[src/rtl/traffic_pkg.sv]
// Light encodings and helpers shared by the traffic light controller and the
// intersection model, so both ends agree on what each light code means.
package traffic_pkg;

  typedef logic [2:0] light_t;

  localparam light_t LIGHT_RED    = 3'b100;
  localparam light_t LIGHT_YELLOW = 3'b010;
  localparam light_t LIGHT_GREEN  = 3'b001;

  function automatic logic is_onehot3(input light_t l);
    return (l == LIGHT_RED) || (l == LIGHT_YELLOW) || (l == LIGHT_GREEN);
  endfunction

endpackage

[src/rtl/intersection_traffic_model_lane_queue.sv]
// One approach of the intersection: car queue, departure cadence under green,
// head-of-queue wait timer and a wrapping departed-car counter.
module lane_queue
  import traffic_pkg::*;
#(
  parameter  int QMAX         = 7,
  parameter  int DEPART_TICKS = 2,
  parameter  int WAIT_MAX     = 15,
  localparam int QW           = $clog2(QMAX + 1)
) (
  input  logic          clk,
  input  logic          rst,
  input  logic          tick_i,
  input  logic          arrive_i,
  input  light_t        light_i,
  output logic          sensor_o,
  output logic [QW-1:0] count_o,
  output logic [7:0]    served_o,
  output logic          overflow_evt_o,
  output logic          starve_evt_o
);

  localparam int DTW = (DEPART_TICKS > 1) ? $clog2(DEPART_TICKS) : 1;
  localparam int WTW = $clog2(WAIT_MAX + 1);
  localparam logic [QW-1:0]  QFULL = QW'(QMAX);
  localparam logic [DTW-1:0] DLAST = DTW'(DEPART_TICKS - 1);
  localparam logic [WTW-1:0] WSAT  = WTW'(WAIT_MAX);

  logic [QW-1:0]  count_q, count_d;
  logic [DTW-1:0] dep_q, dep_d;
  logic [WTW-1:0] wait_q, wait_d;
  logic [7:0]     served_q, served_d;
  logic           green_s, held_s, busy_s, depart_s, accept_s;

  // Next-state for queue, timers and served counter
  always_comb begin
    green_s  = (light_i == LIGHT_GREEN);
    held_s   = (light_i == LIGHT_RED) || (light_i == LIGHT_YELLOW);
    busy_s   = (count_q != {QW{1'b0}});
    depart_s = tick_i && green_s && busy_s && (dep_q == DLAST);
    // A departure in the same cycle frees the slot an arrival needs.
    accept_s = arrive_i && ((count_q != QFULL) || depart_s);

    if (accept_s && !depart_s) begin
      count_d = count_q + QW'(1);
    end else if (!accept_s && depart_s) begin
      count_d = count_q - QW'(1);
    end else begin
      count_d = count_q;
    end

    served_d = depart_s ? (served_q + 8'd1) : served_q;

    if (!green_s || !busy_s) begin
      dep_d = {DTW{1'b0}};
    end else if (tick_i) begin
      dep_d = depart_s ? {DTW{1'b0}} : (dep_q + DTW'(1));
    end else begin
      dep_d = dep_q;
    end

    if (!busy_s || green_s) begin
      wait_d = {WTW{1'b0}};
    end else if (tick_i && held_s && (wait_q != WSAT)) begin
      wait_d = wait_q + WTW'(1);
    end else begin
      wait_d = wait_q;
    end
  end

  // Lane state registers
  always_ff @(posedge clk) begin
    if (rst) begin
      count_q  <= {QW{1'b0}};
      dep_q    <= {DTW{1'b0}};
      wait_q   <= {WTW{1'b0}};
      served_q <= 8'd0;
    end else begin
      count_q  <= count_d;
      dep_q    <= dep_d;
      wait_q   <= wait_d;
      served_q <= served_d;
    end
  end

  assign sensor_o       = (count_q != {QW{1'b0}});
  assign count_o        = count_q;
  assign served_o       = served_q;
  assign overflow_evt_o = arrive_i && !accept_s;
  assign starve_evt_o   = (wait_d == WSAT) && (wait_q != WSAT);

endmodule

[config.mk]
export PLATFORM = sky130hd
export DESIGN_NAME = lane_queue
export DESIGN_NICKNAME = d
export VERILOG_FILES = /design/src/rtl/traffic_pkg.sv /design/src/rtl/intersection_traffic_model_lane_queue.sv
export SDC_FILE = /design/constraint.sdc
export NUM_CORES = 1
export LEC_CHECK = 0
export CORE_UTILIZATION = 47
export CTS_CLUSTER_DIAMETER = 60
export DETAILED_ROUTE_END_ITERATION = 16
export PLACE_DENSITY = 0.77
export SLEW_MARGIN = 20
export SYNTH_ARGS = -nofsm -noshare
export SYNTH_HDL_FRONTEND = slang
export SYNTH_SLANG_ARGS = --single-unit
[constraint.sdc]
create_clock -name clk -period 3.7 [get_ports clk]
set_input_delay 0.37 -clock clk [delete_from_list [all_inputs] [get_ports clk]]
set_output_delay 0.37 -clock clk [all_outputs]
set_load 0.005 [all_outputs]
==> summary.txt <==
Timing
  • Tmin final: ~3000 ps
  • Skew final: 5.27 ps
  • Worst Tran Pin Value: 704 ps
  • TNS Setup: 0 ps
  • Final hold vios: 0
  • FMAX: 325 MHz
  • Slew headroom: roughly 53%
  • Max Transition Viols Final: 0
  • Final period util: 83.2%
  • Unrepaired setup endpoints after global routing: no
  • Final number of setup-violating endpoints: 0

Power and ir drop
  • Leak pwr: 0.000398 µW
  • Peak supply drop: 0.189 mV
  • Clock share of power: 27.5%
  • Total net switching power: 93.0 µW
  • Reg power frac: approximately 55%
  • Power density over the cells: 308 nW/µm²
  • Comb pwr share: 18.0%
  • Internal power: 245 µW
  • Overall Power: approximately 340 µW
  • Switching Fraction: 27.6%

Die
  • Initial core utilization: 49.9%
  • Die height: 44.6 µm
  • Die area: 1990 µm²
  • Row cnt: 15
  • Core area: 1710 µm²
  • Die boundary width: 44.6 µm
  • IO Pins: 21

Global route
  • Gr ovfl total: 0
  • Largest net degree at the start of global routing: 18
  • Initial antenna violation count: 0
  • Vias in the first global route: 682
  • First-pass GRT wire length: 2960 µm
  • Total track usage: 20.1%

Detailed routing
  • Via count: 788
  • WL met2: around 840 µm
  • WL/cell: ~12 µm
  • Initial DRC Count: 11
  • Met3 routed WL: 70 µm
  • Metal-1 WL: 826 µm
  • Post-DR vias/cell: ~5.5
  • TritonRoute pass-1 iters: 4
  • Top routing layer in use: met4
  • ANT nets after route: 0
  • DRC: 0
  • WL final: 1770 µm

Yosys
  • Synth unique cells: 29
  • Cell Area, Synth: 852 µm²
  • Ys Warns: 0
  • Area contributors post-synth: dfxtp_1 38%, xnor2_1 5.1%, xor2_1 5.1%
  • Syn_nets: roughly 110
  • Post-synth top area share: 37.6%
  • Cells after Synth: 97
  • Biggest area consumer among synthesized cells: dfxtp_1
  • Post-Syn Area per Cell: 8.78 µm²
  • Synthesis-stage register bit count: 16
  • Sequential-to-total area share from yosys stat: 37.6%

Placement
  • Placer Congestion: between 0.7 and 0.8
  • PortBufs: 20
  • Detail Placement HPWL: 1320 µm

Clock network
  • Worst-Skew Late Latency: 290 ps
  • Post-CTS Setup Bufs: 0
  • Clock sinks: 16
  • CTS tree: built
  • CTS resizes: 0
  • CTS buffer count: 3
  • # hold bufs at CTS: 0
  • Worst-path clk slew: 90 ps
  • CTS H-tree depth: 1
  • CTS max path bufs: 2
  • Clock Tree Root: clkbuf_4

Worst setup path
  • CP Capture Type: output port
  • Kind of critical path: input pin to output port
  • CP Data Arrival Time: 2710 ps
  • Crit path launch type: input pin
  • CP Max Fanout: 6
  • Critical Path RT: 3330 ps

Cells and area
  • Reg area: 320 µm²
  • Area delta synth->final: 28.5%
  • Commonest cells after routing, fill and taps aside: 20 x clkdlybuf4s50_1, 16 x dfxtp_1, 10 x nor2_1
  • Antenna cell count: 0
  • Layout cells sized above 1: 5.93%
  • Commonest non-fill, non-tap cell in the layout: clkdlybuf4s50_1
  • Multi-input gate area: 502 µm²
  • Fin nets: about 130
  • Filler Cell Count: approximately 150

Min path
  • Hold WC Path Type: flip-flop to flip-flop

Outcome
  • Status: completed

Run
  • Max cap viols: 0
cell type report:
| cell class | count | share of cell area, % |
|---|---|---|
| flip-flops and latches | 16 | 29.3 |
| repair buffers | 21 | 19.0 |
| inverters | 3 | 1.03 |
| well taps | 25 | 2.86 |
| clock buffers | 3 | 2.06 |
| multi-input cells | 75 | 45.8 |
synthesized netlist by cell type:
master / count
a21oi_1: 4
a31o_2: 1
a31oi_1: 2
and2_1: 2
and3_1: 1
and4b_1: 1
buf_6: 1
clkbuf_1: 2
dfxtp_1: 16
fa_1: 1
ha_1: 3
inv_1: 3
mux2i_1: 3
nand2_1: 4
nand2b_1: 1
nand3_1: 6
nand4_1: 4
nor2_1: 10
nor2b_1: 3
nor3_1: 5
nor4_1: 4
nor4b_1: 1
o21ai_0: 3
or3_1: 3
or3b_1: 1
or3b_2: 1
or4b_4: 1
xnor2_1: 5
xor2_1: 5
kinds of logic (layout without fill, tap and decap cells):
logic type      after synthesis  in the layout  synth area share (%)
mux                           3              3                  3.52
buf+inv                       6             27                  3.52
xor+xnor                     10             10                  10.3
fa+ha+maj                     4              4                  6.76
simple gates                 48             48                  31.7
compound gates               10             10                  6.61
flops                        16             16                  37.6
worst max-delay path, stage by stage:
cell and delay, ps:
clkdlybuf4s50_1 550, nor2b_1 370, a31oi_1 130, or3b_2 470
nor4_1 280, clkdlybuf4s50_1 540
flip-flops by register name, summed over array words and instances (netlist names):
| name | count |
|---|---|
| count_o | 3 |
| dep_q | 1 |
| served_o | 8 |
| wait_q | 4 |
power by group through the flow:
| stage | clock [µW] | sequential, µW | combinational [µW] |
|---|---|---|---|
| floorplan | 0 | 187 | 32.7 |
| global placement | 0 | 188 | 57.4 |
| detailed placement | 0 | 188 | 59.7 |
| CTS | 93.8 | 184 | 60.3 |
| global route | 102 | 185 | 67.9 |
| finish | 92.8 | 184 | 60.7 |
through the flow:
stage	hold slack (ps)	util [%]	setup WS, ps	cells	area, µm²
global placement	466	62.8	574	140	1070
finish	496	64.1	622	143	1090
detailed placement	483	62.8	486	140	1070
CTS	495	64.1	620	143	1090
global route	562	64.1	480	143	1090
floorplan	474	-	976	97	852
per-layer routing:
metal	GRT usage, %	vias to the layer above
li1	-	391
met1	26.8	364
met4	10.9	0
met5	0	-
met3	2.45	5
met2	31.5	28
final timing paths:
check	startpoint	slack, ps	to	cells after the start
worst max-delay path	tick_i	620	starve_evt_o	6
worst min-delay path	served_o[7]	500	served_o[7]	2
worst max register to register	count_o[0]	1060	count_o[2]	10
worst min register to register	served_o[7]	500	served_o[7]	2
No activity file was read; power rests on OpenSTA's default activity.
